$ cat src/rtl/nist_fail_monitor.sv
// Windowed fail monitor for the NIST test error lines: per-window fail flags,
// sticky/saturating statistics and a latched alarm. NIST_MON_LEVEL_EN selects level capture.
module nist_fail_monitor #(
  parameter  int N_TESTS      = 2,
  parameter  int WIN_LEN      = 128,
  parameter  int ALARM_THRESH = 3,
  parameter  int CNT_W        = 8,
  localparam int CONS_W       = $clog2(ALARM_THRESH + 1)
) (
  input  logic               clk,
  input  logic               rst,
  input  logic               en,
  input  logic [N_TESTS-1:0] err_in,
  input  logic               clr,
  output logic               win_done,
  output logic [N_TESTS-1:0] win_fail,
  output logic [N_TESTS-1:0] sticky_fail,
  output logic [CNT_W-1:0]   fail_cnt,
  output logic [CONS_W-1:0]  consec_cnt,
  output logic               alarm,
  output logic               busy
);

  localparam int CTR_W = (WIN_LEN > 1) ? $clog2(WIN_LEN) : 1;

  typedef enum logic [1:0] {S_IDLE, S_RUN, S_ALARM} state_t;

  state_t             state, state_nxt;
  logic [CTR_W-1:0]   win_ctr;
  logic [N_TESTS-1:0] pend, cap, fail_new;
  logic               win_end, any_fail, alarm_hit;
  logic [CONS_W-1:0]  consec_nxt;

`ifdef NIST_MON_LEVEL_EN
  assign cap = err_in;
`else
  logic [N_TESTS-1:0] err_prev;

  always_ff @(posedge clk) begin
    if (rst) err_prev <= '0;
    else     err_prev <= err_in;
  end

  assign cap = err_in & ~err_prev;
`endif

  assign win_end    = en && (win_ctr == CTR_W'(WIN_LEN - 1));
  // a capture on the closing cycle belongs to the window being closed
  assign fail_new   = pend | (cap & {N_TESTS{en}});
  assign any_fail   = |fail_new;
  assign consec_nxt = (consec_cnt == CONS_W'(ALARM_THRESH)) ? consec_cnt
                                                            : consec_cnt + CONS_W'(1);
  assign alarm_hit  = win_end && any_fail && !clr && (consec_nxt == CONS_W'(ALARM_THRESH));

  // window counter pauses while en is low instead of restarting
  always_ff @(posedge clk) begin
    if (rst)          win_ctr <= '0;
    else if (win_end) win_ctr <= '0;
    else if (en)      win_ctr <= win_ctr + CTR_W'(1);
  end

  always_ff @(posedge clk) begin
    if (rst) begin
      pend     <= '0;
      win_done <= 1'b0;
      win_fail <= '0;
    end else begin
      win_done <= win_end;
      if (win_end) begin
        pend     <= '0;
        win_fail <= fail_new;
      end else if (en) begin
        pend     <= pend | cap;
      end
    end
  end

  always_ff @(posedge clk) begin
    if (rst || clr) begin
      sticky_fail <= '0;
      fail_cnt    <= '0;
      consec_cnt  <= '0;
    end else if (win_end) begin
      if (any_fail) begin
        sticky_fail <= sticky_fail | fail_new;
        fail_cnt    <= (fail_cnt == '1) ? fail_cnt : fail_cnt + CNT_W'(1);
        consec_cnt  <= consec_nxt;
      end else begin
        consec_cnt  <= '0;
      end
    end
  end

  always_ff @(posedge clk) begin
    if (rst) state <= S_IDLE;
    else     state <= state_nxt;
  end

  always_comb begin
    state_nxt = state;
    case (state)
      S_IDLE:  if (alarm_hit) state_nxt = S_ALARM;
               else if (en)   state_nxt = S_RUN;
      S_RUN:   if (alarm_hit) state_nxt = S_ALARM;
               else if (!en)  state_nxt = S_IDLE;
      S_ALARM: if (clr)       state_nxt = en ? S_RUN : S_IDLE;
      default:                state_nxt = S_IDLE;
    endcase
  end

  always_comb begin
    alarm = (state == S_ALARM);
    busy  = (state != S_IDLE);
  end

endmodule

$ cat config.mk
export PLATFORM = sky130hd
export DESIGN_NAME = nist_fail_monitor
export DESIGN_NICKNAME = d
export VERILOG_FILES = /design/src/rtl/nist_fail_monitor.sv
export SDC_FILE = /design/constraint.sdc
export NUM_CORES = 1
export LEC_CHECK = 0
export CAP_MARGIN = 20
export CELL_PAD_IN_SITES_DETAIL_PLACEMENT = 1
export CELL_PAD_IN_SITES_GLOBAL_PLACEMENT = 2
export CORE_MARGIN = 2
export CORE_UTILIZATION = 35
export CTS_BUF_LIST = sky130_fd_sc_hd__clkbuf_8
export CTS_CLUSTER_DIAMETER = 40
export DETAILED_ROUTE_END_ITERATION = 12
export PLACE_DENSITY_LB_ADDON = 0.15
export SYNTH_ARGS = -nofsm -noshare
export SYNTH_HDL_FRONTEND = slang
export SYNTH_SLANG_ARGS = --single-unit
$ cat constraint.sdc
create_clock -name clk -period 2.7 [get_ports clk]
set_input_delay 0.54 -clock clk [delete_from_list [all_inputs] [get_ports clk]]
set_output_delay 0.54 -clock clk [all_outputs]
set_load 0.1 [all_outputs]
==> flow_metrics.tcl <==
set metrics [dict create \
    endpoint_kind "register" \
    row_count 22 \
    clockPowerShare_pct 40.9 \
    worstPathMaxFanout 7 \
    status "complete, no violations" \
    start_util_pct 35.6 \
    holdWs_ns 0.486 \
    worstMarginPinSlew_ns 0.372 \
    cts_htree_levels 1 \
    setup.worst_path.class "input pin to register" \
    grt-ovfl-total 0 \
    syn_area_mm2 0.00128 \
    first_pass_iters 3 \
    routed_via_density 4.80 \
    avgSynthCellArea_um2 9.51 \
    finalClockSkew_ns 0.00901 \
    hold_violations 0 \
    place_hpwl_mm 2.09 \
    slowest_stage "clkdlybuf4s50_1" \
    synth_most_common_cell "dfxtp_1" \
    post-route-period-util_pct 76.4 \
    cp_cell_sequence "clkdlybuf4s50_1 -> buf_4 -> nand3b_4 -> and4_4 -> nor4_4 -> a31oi_1 -> a41o_1" \
    synth_cells 135 \
    nets 167 \
    wl_met1_mm 1.48 \
    dieArea_mm2 0.00417 \
    clk_pin_slew_ns 0.10 \
    wl_met3_um 92 \
    fillCellCount 429 \
    grt_max_degree 17 \
    fin_crit_ns 2.06 \
    intPower_mw 0.648 \
    cts_inserted_buffers 3 \
    place_congestion 0.724 \
    die_x_um 64.6 \
    drc_errors 0 \
    fp.dieH_um 64.6 \
    r2r-end "fail_cnt[5]" \
    peakVddDrop_mv 0.207 \
    pwr-share-comb_pct 7.9 \
    ys_ff_latch 28 \
    drtIter0Drc 25 \
    clock_path_buffers 2 \
    cts_root_buffer "clkbuf_8" \
    diodes 0 \
    drv_slew 0 \
    multi_input_area_um2 656 \
    synthFlopType "dfxtp_1" \
    yosys-top-cells-count "dfxtp_1, nor2_1, xnor2_1" \
    clock_latency_ns 0.29 \
    finalWirelength_mm 2.79 \
    grt_pass1_vias 1028 \
    maxSlewHeadroom_pct 75.2 \
    crit_arrival_ns 2.24 \
    synth_enable_flop_cells 0 \
    ios 23 \
    rsz0062_at_grt "false" \
    seqCellArea_um2 561 \
    slowest_delay_ns 0.57 \
    synth_largest_area_cell "dfxtp_1" \
    reg2reg_slack_ns 0.92 \
    top_layer "met4" \
    grt_usage_pct 15.3 \
    post_cts_buffers 0 \
    crit_path_start_kind "input pin" \
    worstHoldStart "sticky_fail[1]" \
    r2r_start "win_ctr[0]" \
    synthArstFlopShare_pct 0 \
    netSwitchingFraction_pct 22.2 \
    tns_ns 0 \
    finalSetupViolCount 0 \
    power_leakage_nw 0.625 \
    synth_area_leaders "dfxtp_1, xnor2_1, nor2_1" \
    met2_length_mm 1.17 \
    max_freq_mhz 485 \
    min_path_type "register to register" \
    seq_area_frac_synth_pct 43.7 \
    drt-wirelength-per-cell_um 13.5 \
    postRouteAntennaNets 0 \
    whs_path_depth 2 \
    p_per_area_mw_per_mm2 526 \
    syn_to_final_growth_pct 23.2 \
    required_ns 2.88 \
    io_buffers 22 \
    antenna_found_initial 0 \
    cts.repair.resized 0 \
    p_sw_mw 0.184 \
    syn_nets 143 \
    yosysUniqueCellTypes 33 \
    num_vias 989 \
    ys_warn_count 0 \
    hold-path-endpoint "sticky_fail[1]" \
    drv_cap 0 \
    cts_tree "done" \
    core_mm2 0.00361 \
    drive_gt1_share_pct 25.3 \
    synth_top_area_share_pct 43.7 \
    grt_pass1_wl_mm 4.99 \
    reg2regPathDepth 6 \
    cts_hold_buf 0 \
    cts_sinks 28 \
    power_frac_seq_pct 51.1 \
]
cell usage in the layout (no fill, tap or decap):
cell	instances
and2_2	1
a21oi_1	4
clkbuf_8	3
nand2_1	5
and3_1	2
nor4_4	1
buf_4	22
xor2_1	2
xnor2_1	10
a41o_1	1
or2_2	2
and4_4	2
nand4_1	3
bufinv_16	1
nor2b_1	3
ha_1	2
mux2i_1	2
inv_1	5
a41oi_1	1
dfxtp_1	28
and4_1	3
nor2_1	23
a31oi_1	1
clkdlybuf4s50_1	5
nor4_2	4
nand2_4	1
and2_1	2
nor3b_1	1
nor3_2	1
nand3_1	3
nand3b_4	2
nand2b_1	1
nor3_1	8
a211oi_1	3
power by group through the flow:
| stage | registers [mW] | clock network [mW] | logic (mW) |
|---|---|---|---|
| after floorplan | 0.433 | 0 | 0.0509 |
| after global placement | 0.434 | 0 | 0.0649 |
| after detailed placement | 0.435 | 0 | 0.0677 |
| after CTS | 0.426 | 0.346 | 0.0679 |
| after global routing | 0.427 | 0.363 | 0.0739 |
| final | 0.426 | 0.341 | 0.0659 |
cells by family after synthesis:
kind of cell / count (synthesis) / share of synthesized area [%]
simple gates: 68 / 34.1
flops: 28 / 43.7
buf+inv: 13 / 5.26
xor+xnor: 12 / 8.19
compound gates: 10 / 5.26
mux: 2 / 1.56
fa+ha+maj: 2 / 1.95
per-layer routing:
metal / vias up / global-route usage (%)
li1: 507 / -
met1: 461 / 22.1
met2: 16 / 22.8
met3: 5 / 2.78
met4: 0 / 5.59
met5: - / 0
critical path, delay by kind of cell:
kind            cells  cell delay (ns)
compound gates      2             0.33
buf+inv             2             0.74
simple gates        3             0.63
worst max-delay path by stage:
stage,startpoint,endpoint,slack (ns),depth (start not counted)
6_report,en,fail_cnt[5],0.64,7
2_1_floorplan,state[1],alarm,0.44,1
5_1_grt,en,fail_cnt[5],0.50,7
3_5_place_dp,en,fail_cnt[5],0.30,7
4_1_cts,en,fail_cnt[5],0.61,7
3_3_place_gp,en,fail_cnt[5],0.34,7
stage by stage:
stage / utilization, % / setup slack, ns / power (mW) / cells / area [um2]
global placement: 41.9 / 0.337 / 0.499 / 202 / 1510
floorplan: - / 0.435 / 0.484 / 135 / 1280
CTS: 43.9 / 0.609 / 0.840 / 206 / 1580
global route: 43.9 / 0.497 / 0.865 / 206 / 1580
detailed placement: 41.9 / 0.304 / 0.503 / 202 / 1510
finish: 43.9 / 0.637 / 0.832 / 206 / 1580
cell type report:
class	instances	share of cell area, %
clock buffer	3	2.61
clock inverter	1	1.90
inverter	5	1.19
multi-input combinational	94	41.5
sequential	28	35.4
tap	48	3.80
timing repair buffer	27	13.6
state kept, by name (all words and copies together), names as in the netlist:
| register | flops |
|---|---|
| sticky_fail | 2 |
| consec_cnt | 2 |
| win_ctr | 7 |
| pend | 2 |
| win_fail | 2 |
| err_prev | 2 |
| win_done | 1 |
| fail_cnt | 8 |
| state | 2 |
(Power assumes the default switching activity.)
